[src/rtl/primary_ray_gen.sv]
// primary_ray_gen: raster-order primary ray generator.
// It takes the camera basis and computes the per-pixel steps
// DH = RH/width and DV = RV/height. It does this with one shared fixed-point
// multiplier over 6 setup cycles. It then walks the frame with adds only.
// Optional feature macro: PRIMARY_RAY_JITTER_EN. It adds LFSR sub-pixel jitter
// and one output register stage.

package primary_ray_gen_pkg;
    typedef logic signed [31:0] fixed_t;
    typedef struct packed { fixed_t x; fixed_t y; fixed_t z; } fixed3_t;
    typedef struct packed { fixed3_t u, v, w, rh, rv, blc; } camera_t;

    function automatic fixed3_t add3(input fixed3_t a, input fixed3_t b);
        return '{a.x + b.x, a.y + b.y, a.z + b.z};
    endfunction

    function automatic fixed3_t sub3(input fixed3_t a, input fixed3_t b);
        return '{a.x - b.x, a.y - b.y, a.z - b.z};
    endfunction
endpackage

module primary_ray_gen
    import primary_ray_gen_pkg::*;
#(
    parameter int FRAC_BITS = 12,
    parameter int XW        = 10,
    parameter int YW        = 10
) (
    input  logic          clk,
    input  logic          resetn,
    input  logic          start,
    input  camera_t       camera,
    input  fixed3_t       pos,
    input  logic [XW-1:0] width,
    input  logic [YW-1:0] height,
    input  fixed_t        inv_w,
    input  fixed_t        inv_h,
    output logic          ray_valid,
    input  logic          ray_ready,
    output fixed3_t       ray_org,
    output fixed3_t       ray_dir,
    output logic [XW-1:0] ray_x,
    output logic [YW-1:0] ray_y,
    output logic          busy,
    output logic          frame_done
);
    typedef enum logic [2:0] {IDLE, SETUP, INIT, EMIT, DONE} state_t;

    state_t        state;
    logic [2:0]    cnt;
    fixed3_t       c_pos, dh, dv, row_base, dir;
    logic [XW-1:0] c_w, x;
    logic [YW-1:0] c_h, y;
    fixed_t        c_iw, c_ih;
    logic          acc_valid, acc_ready, out_busy, tx;
    fixed_t        mul_a, mul_b, mul_q;
    logic signed [63:0] prod;

    // U/V/W are part of the camera bundle but only RH/RV/BLC drive primary rays.
    logic unused_cam;
    assign unused_cam = ^{camera.u, camera.v, camera.w};

    // Shared setup multiplier: the operand is selected by the setup step.
    always_comb begin
        mul_a = '0;
        case (cnt)
            3'd0:    mul_a = camera.rh.x;
            3'd1:    mul_a = camera.rh.y;
            3'd2:    mul_a = camera.rh.z;
            3'd3:    mul_a = camera.rv.x;
            3'd4:    mul_a = camera.rv.y;
            default: mul_a = camera.rv.z;
        endcase
        mul_b = (cnt < 3'd3) ? c_iw : c_ih;
        prod  = 64'(mul_a) * 64'(mul_b);
        mul_q = fixed_t'(prod >>> FRAC_BITS);
    end

    assign tx = acc_valid && acc_ready;

    // Control FSM and the incremental raster accumulators.
    always_ff @(posedge clk or negedge resetn) begin
        if (!resetn) begin
            state      <= IDLE;
            cnt        <= '0;
            busy       <= 1'b0;
            frame_done <= 1'b0;
            acc_valid  <= 1'b0;
            c_pos      <= '0;
            c_w        <= '0;
            c_h        <= '0;
            c_iw       <= '0;
            c_ih       <= '0;
            dh         <= '0;
            dv         <= '0;
            row_base   <= '0;
            dir        <= '0;
            x          <= '0;
            y          <= '0;
        end else begin
            frame_done <= 1'b0;
            case (state)
                IDLE: if (start) begin
                    c_pos <= pos;
                    c_w   <= width;
                    c_h   <= height;
                    c_iw  <= inv_w;
                    c_ih  <= inv_h;
                    busy  <= 1'b1;
                    cnt   <= '0;
                    state <= SETUP;
                end
                SETUP: begin
                    case (cnt)
                        3'd0:    dh.x <= mul_q;
                        3'd1:    dh.y <= mul_q;
                        3'd2:    dh.z <= mul_q;
                        3'd3:    dv.x <= mul_q;
                        3'd4:    dv.y <= mul_q;
                        default: dv.z <= mul_q;
                    endcase
                    cnt <= cnt + 3'd1;
                    if (cnt == 3'd5) state <= INIT;
                end
                INIT: begin
                    row_base <= sub3(camera.blc, c_pos);
                    dir      <= sub3(camera.blc, c_pos);
                    x        <= '0;
                    y        <= '0;
                    state    <= (c_w == '0 || c_h == '0) ? DONE : EMIT;
                end
                EMIT: begin
                    // acc_valid is low in EMIT only on entry; raise it, then stream.
                    if (!acc_valid) begin
                        acc_valid <= 1'b1;
                    end else if (tx) begin
                        if (x != c_w - XW'(1)) begin
                            x   <= x + XW'(1);
                            dir <= add3(dir, dh);
                        end else if (y == c_h - YW'(1)) begin
                            acc_valid <= 1'b0;
                            state     <= DONE;
                        end else begin
                            x        <= '0;
                            y        <= y + YW'(1);
                            row_base <= add3(row_base, dv);
                            dir      <= add3(row_base, dv);
                        end
                    end
                end
                DONE: if (!out_busy) begin
                    frame_done <= 1'b1;
                    busy       <= 1'b0;
                    state      <= IDLE;
                end
                default: state <= IDLE;
            endcase
        end
    end

`ifdef PRIMARY_RAY_JITTER_EN
    logic [15:0] lfsr;

    // Signed nibble offset (-8..7) times step, scaled by 1/16.
    function automatic fixed_t jit(input logic [3:0] n, input fixed_t d);
        logic signed [39:0] m, p;
        m = $signed({36'd0, n}) - 40'sd8;
        p = m * 40'(d);
        return fixed_t'(p >>> 4);
    endfunction

    assign acc_ready = !ray_valid || ray_ready;
    assign out_busy  = ray_valid;

    // Output stage: applies jitter to the emitted dir only; accumulators stay exact.
    always_ff @(posedge clk or negedge resetn) begin
        if (!resetn) begin
            lfsr      <= 16'hACE1;
            ray_valid <= 1'b0;
            ray_org   <= '0;
            ray_dir   <= '0;
            ray_x     <= '0;
            ray_y     <= '0;
        end else begin
            if (ray_valid && ray_ready)
                lfsr <= {1'b0, lfsr[15:1]} ^ (lfsr[0] ? 16'hB400 : 16'h0000);
            if (acc_ready) begin
                ray_valid <= acc_valid;
                if (acc_valid) begin
                    ray_org   <= c_pos;
                    ray_x     <= x;
                    ray_y     <= y;
                    ray_dir.x <= dir.x + jit(lfsr[3:0], dh.x) + jit(lfsr[7:4], dv.x);
                    ray_dir.y <= dir.y + jit(lfsr[3:0], dh.y) + jit(lfsr[7:4], dv.y);
                    ray_dir.z <= dir.z + jit(lfsr[3:0], dh.z) + jit(lfsr[7:4], dv.z);
                end
            end
        end
    end
`else
    assign acc_ready = ray_ready;
    assign out_busy  = 1'b0;
    assign ray_valid = acc_valid;
    assign ray_org   = c_pos;
    assign ray_dir   = dir;
    assign ray_x     = x;
    assign ray_y     = y;
`endif

endmodule

[config.mk]
export PLATFORM = sky130hd
export DESIGN_NAME = primary_ray_gen
export DESIGN_NICKNAME = d
export VERILOG_FILES = /design/src/rtl/primary_ray_gen.sv
export SDC_FILE = /design/constraint.sdc
export NUM_CORES = 2
export LEC_CHECK = 0
export CORE_MARGIN = 2
export CORE_UTILIZATION = 35
export DETAILED_ROUTE_END_ITERATION = 8
export GPL_TIMING_DRIVEN = 0
export HOLD_SLACK_MARGIN = 0.1
export SETUP_SLACK_MARGIN = 0.15
export SYNTH_ARGS = -nofsm -noshare
export SYNTH_HDL_FRONTEND = slang
export SYNTH_SLANG_ARGS = --single-unit
export TNS_END_PERCENT = 1
[constraint.sdc]
create_clock -name clk -period 12.3 [get_ports clk]
set_input_delay 3.075 -clock clk [delete_from_list [all_inputs] [get_ports clk]]
set_output_delay 3.075 -clock clk [all_outputs]
set_load 0.05 [all_outputs]
== Word level (Yosys, flattened, before mapping) ==
Index checks and enable logic that the tools add are counted.

* Add/sub/neg operators: 14
* $mul: 1
* Magnitude comparators: 1
* Eq/ne operators: 19
* Multiplexer cells: 38
* Bitwise gates (word level): 1
* Reductions and logical operators: 22

{| class="wikitable"
|+ Operators with widths
! kind !! count
|-
| 2-to-1 mux 96 bit || 7
|-
| case mux 96 bit (2 select lines) || 2
|-
| adder 32 bit || 6
|-
| case mux 32 bit (5 select lines) || 1
|-
| subtractor 32 bit || 3
|-
| 2-to-1 mux 10 bit || 8
|-
| multiplier 32 x 32 -> 44 bit || 1
|-
| case mux 10 bit (2 select lines) || 2
|-
| 2-to-1 mux 32 bit || 1
|-
| 2-to-1 mux 3 bit || 8
|-
| adder 10 x 1 -> 10 bit (second input constant) || 2
|-
| logical NOT 10 bit || 2
|-
| subtractor 10 x 1 -> 10 bit (second input constant) || 2
|-
| AND reduction 2 bit || 9
|-
| inequality test 2 bit (second input constant) || 7
|-
| equality test 3 x 2 -> 1 bit (second input constant) || 4
|-
| case mux 3 bit (4 select lines) || 1
|-
| equality test 10 bit || 1
|-
| inequality test 10 bit || 1
|-
| equality test 3 bit (second input constant) || 3
|-
| equality test 3 x 1 -> 1 bit (second input constant) || 2
|-
| logical NOT 3 bit || 2
|-
| 2-to-1 mux 1 bit || 6
|-
| case mux 3 bit (2 select lines) || 1
|-
| 12 further kinds || 14
|}

* Register bits: 593
* Bits of input ports: 760
* Output and inout port bits: 215
* Logic and storage cells: 122

== Depth between registers and ports, before layout ==
* Word-level depth: 7
* Depth in mapped cells: 41
* Depth with buffers taken out: 35

== Worst setup path before layout ==
OpenSTA, ideal clock, no wires.

* Kind: input -> register
* Start point: in camera[174] in the netlist's numbering
* End point: reg dv[31] in the netlist's numbering
* Setup time: 0.125 ns
* Data arrival time: 10.754 ns
* Required time: 12.175 ns
* Slack: 1.421 ns
* Stages on the path: 30
* Path buffers: 1
* Path through: a222oi_1 o21ai_0 mux2i_1 clkbuf_1 nor2_1 fa_1 fa_1 inv_1 fa_1 fa_1 inv_1 fa_1 inv_1 fa_1 inv_1 fa_1 fa_1 ha_1 nand2_1 nor4_1 a221oi_1 o21ai_0 a21o_1 and3_1 nor2_1 a211o_1 o21ai_4 a2111oi_4 xnor2_2 mux2_2

* Longest elaborated chain between the ends: 2

{| class="wikitable"
|+ RTL lines
! item !! line !! source
|-
| start: declaration || 32 || <nowiki>input camera_t camera,</nowiki>
|-
| case mux 32 bit (5 select lines) || 66 || <nowiki>case (cnt)</nowiki>
|-
| multiplier 32 x 32 -> 44 bit || 75 || <nowiki>prod = 64'(mul_a) * 64'(mul_b);</nowiki>
|-
| end: declaration || 51 || <nowiki>fixed3_t c_pos, dh, dv, row_base, dir;</nowiki>
|}

Every way passes these cells.
A chain may end at the register's enable or synchronous reset.

== Final worst setup path ==
* Start point: reg cnt[1]
* End point: reg dv[63] in the netlist's numbering

* Longest elaborated chain between the ends: 3
* Elaborated cells between the ends (all ways): 10
* Those cells by class: mul (1); order compare (1); eq/ne (4); mux (2); reduce/logical (2)

{| class="wikitable"
|+ RTL lines
! item !! line !! source
|-
| start: declaration || 50 || <nowiki>logic [2:0] cnt;</nowiki>
|-
| start signal: assignment || 122 || <nowiki>cnt <= cnt + 3'd1;</nowiki>
|-
| < comparator 3 x 2 -> 1 bit, or another cell as far along || 74 || <nowiki>mul_b = (cnt < 3'd3) ? c_iw : c_ih;</nowiki>
|-
| 2-to-1 mux 32 bit or case mux 32 bit (5 select lines) (tied branches) || 74, 66 ||
|-
| multiplier 32 x 32 -> 44 bit || 75 ||
|}

Several ways; a longest one is shown, not always the timed one.

==> metrics.md <==
| Metric | Value |
|---|---|
| Post-Syn Instances | `a little over 7k` |
| Most common cell after layout, fill and taps aside | `nand2_1` |
| Mapped cell area | `64400 um^2` |
| Tcrit/Tclk final | `97.6%` |
| TritonRoute pass-1 iters | `9` |
| Slowest cell on crit path | `clkdlybuf4s15_1` |
| Endpoints failing setup | `0` |
| RSZ-0062 raised after global routing | `false` |
| Max Transition Viols Final | `roughly 100` |
| Area leader, netlist | `fa_1` |
| Clock Path Buffers | `3` |
| Clk sinks | `593` |
| # rows | `157` |
| R2R cell count | `29` |
| Failing checks | `max-capacitance violations, max-slew violations` |
| First-pass GRT wire length | `429 mm` |
| # DRC | `0` |
| DR vias | `a little under 60k` |
| Initial antenna violation count | `28` |
| Worst hold path type | `reg -> reg` |
| # Max-Cap Violations | `10` |
| Critical Path Start Type | `register` |
| RePlAce Congestion | `1.02` |
| Die width | `433 um` |
| Final net count | `10.0k` |
| Run status | `finished with violations` |
| # port buffers | `slightly below 700` |
| Via/cell ratio | `around 5.6` |
| Fmax | `83.3 MHz` |
| H-Tree Level Count | `3` |
| Reg2reg setup slack | `~0.30 ns` |
| Wire per inst | `just under 30 um` |
| TritonCTS clock tree | `yes` |
| Area grow syn2layout | `21.9%` |
| Fin. Hold Viols | `0` |
| CTS root buf | `clkbuf_16` |
| Syn avg cell area | `8.93 um^2` |
| Asr flop ratio synth | `100%` |
| Top cell type's share of synthesized area | `23.4%` |
| Layout Cells excl Fill | `10.6k` |
| Worst-path clk slew | `0.06 ns` |
| Synthesized flop and latch total | `just under 600` |
| Place WS | `-1.70 ns` |
| Most frequent cells in the layout | `nand2_1, inv_1, fa_1, nor2_1, clkdlybuf4s50_1` |
| Die height | `433 um` |
| Post-route ant nets | `0` |
| Dpl cells | `10.4k` |
| Worst Path Arrival | `about 13 ns` |
| Hold_buf cts | `0` |
| Setup ws final | `0.297 ns` |
| Worst skew pair latency | `0.74 ns` |
| TNS Setup | `0 ns` |
| Largest stage delay, worst path | `0.92 ns` |
| Slew @ Worst Pin | `1.70 ns` |
| Initial drt markers | `6133` |
| Remaining global-route overflow | `0` |
| Pin count of the biggest net entering global routing | `111` |
| Vias in the first global route | `58.4k` |
| Max-Slew Margin vs Limit | `-13.2%` |
| Total wire length | `about 310 mm` |
| Yosys cell types | `84` |
| GR Util All Layers | `roughly 32%` |
| Hpwl dp | `250 mm` |
| Post-synth EDFFs | `0` |
| Syn Nets | `9176` |
| CP Max Fanout | `10` |
| Most used cell, CP | `fa_1` |
| CTS buffer count | `78` |
| WHS Path Cells | `2` |
| Initial core utilization | `35.2%` |
| Share of cells above drive strength 1 | `7.19%` |
| IO Pins | `975` |
| Min cycle time layout | `12.00 ns` |
| Req. time, crit path | `12.89 ns` |
| Sequential area share after synthesis | `23.0%` |
| Crit. End Element | `register` |
| Clock Skew | `0.0463 ns` |
| Core area | `~180000 um^2` |
| CP Class | `reg -> reg` |
| Die Area | `187000 um^2` |
| Synth top area cells | `fa_1, dfrtp_1, ha_1` |
| Yosys warnings | `0` |
| Ys flop type | `dfrtp_1` |
[area by class of cell]
| cell class | instances | area (um^2) |
|---|---|---|
| diodes | 12 | 30.0 |
| plain buffers | 296 | 1220 |
| clock buffers | 102 | 2110 |
| clock inverters | 42 | 576 |
| fillers | 18114 | 104000 |
| inverters | 930 | 3490 |
| multi-input cells | 5393 | 45400 |
| flip-flops and latches | 593 | 14800 |
| well taps | 2464 | 3080 |
| repair buffers | 749 | 7740 |
[metrics by stage]
step	instance area (um^2)	hold WS, ns	utilization, %
global route	78500	0.493	42.9
CTS	78200	0.478	42.8
detailed placement	75300	0.466	41.2
global placement	74400	0.456	40.7
floorplan	64400	0.443	-
finish	78500	0.480	42.9
[worst max-delay path, delay by kind of cell (launching register included)]
| kind | cells | cell delay [ns] |
|---|---|---|
| muxes | 2 | 1.01 |
| and+or+nand+nor | 1 | 0.14 |
| AOI/OAI and AO/OA | 8 | 2.38 |
| buffers and inverters | 8 | 3.08 |
| DFF | 1 | 0.46 |
| xor gates and xnor gates | 1 | 0.25 |
| adders and majority gates | 9 | 4.48 |
[state kept, by name (all words and copies together), names as in the netlist]
name	cells
busy	1
c_h	10
c_ih	32
c_iw	32
c_w	10
cnt	3
dh	96
dv	96
frame_done	1
ray_dir	96
ray_org	96
ray_valid	1
ray_x	10
ray_y	10
row_base	96
state	3
[kinds of logic after synthesis]
group | Yosys count | share of synthesized area [%]
simple gates | 2057 | 13.3
compound gates | 1476 | 14.4
buf+inv | 1229 | 7.16
fa+ha+maj | 1201 | 32.1
flops | 593 | 23.0
xor+xnor | 351 | 4.78
mux | 308 | 5.26
[cell usage after synthesis, drive strengths merged, types with 53 or more instances]
cell type / number
a21o: 156
a21oi: 329
a31oi: 70
clkbuf: 269
dfrtp: 593
fa: 754
ha: 447
inv: 930
mux2: 242
mux2i: 66
nand2: 962
nand2b: 55
nand3: 65
nor2: 736
o21a: 53
o21ai: 507
xnor2: 237
xor2: 114
[routing by layer]
metal,routed length [um],part of all wire (%),track usage (%)
met3,30400,9.9,7.13
met2,131000,43,47.9
met4,20700,6.8,18.1
met1,124000,41,43.3
met5,22,0.0072,0
[timing repair]
action | 4_1_cts | 5_1_grt
endpoints found under the hold margin | 0 | 0
buffers inserted | 2 | 14
pin swaps | 2 | 5
resized for setup | 51 | 69
endpoints found under the setup margin | 165 | 83
[final timing paths]
path / startpoint / endpoint
worst max-delay path: cnt[1]$_DFFE_PN0P_ / dv[63]$_DFFE_PN0P_
worst min-delay path: row_base[54]$_DFFE_PN0P_ / row_base[54]$_DFFE_PN0P_
worst max register to register: cnt[1]$_DFFE_PN0P_ / dv[63]$_DFFE_PN0P_
worst min register to register: row_base[54]$_DFFE_PN0P_ / row_base[54]$_DFFE_PN0P_
max in group asynchronous: resetn / dv[17]$_DFFE_PN0P_
min in group asynchronous: resetn / ray_org[74]$_DFFE_PN0P_
Power is left out: the tool's default activity adds up to more than one toggle a clock period on the data nets, which glitch-free logic cannot reach.
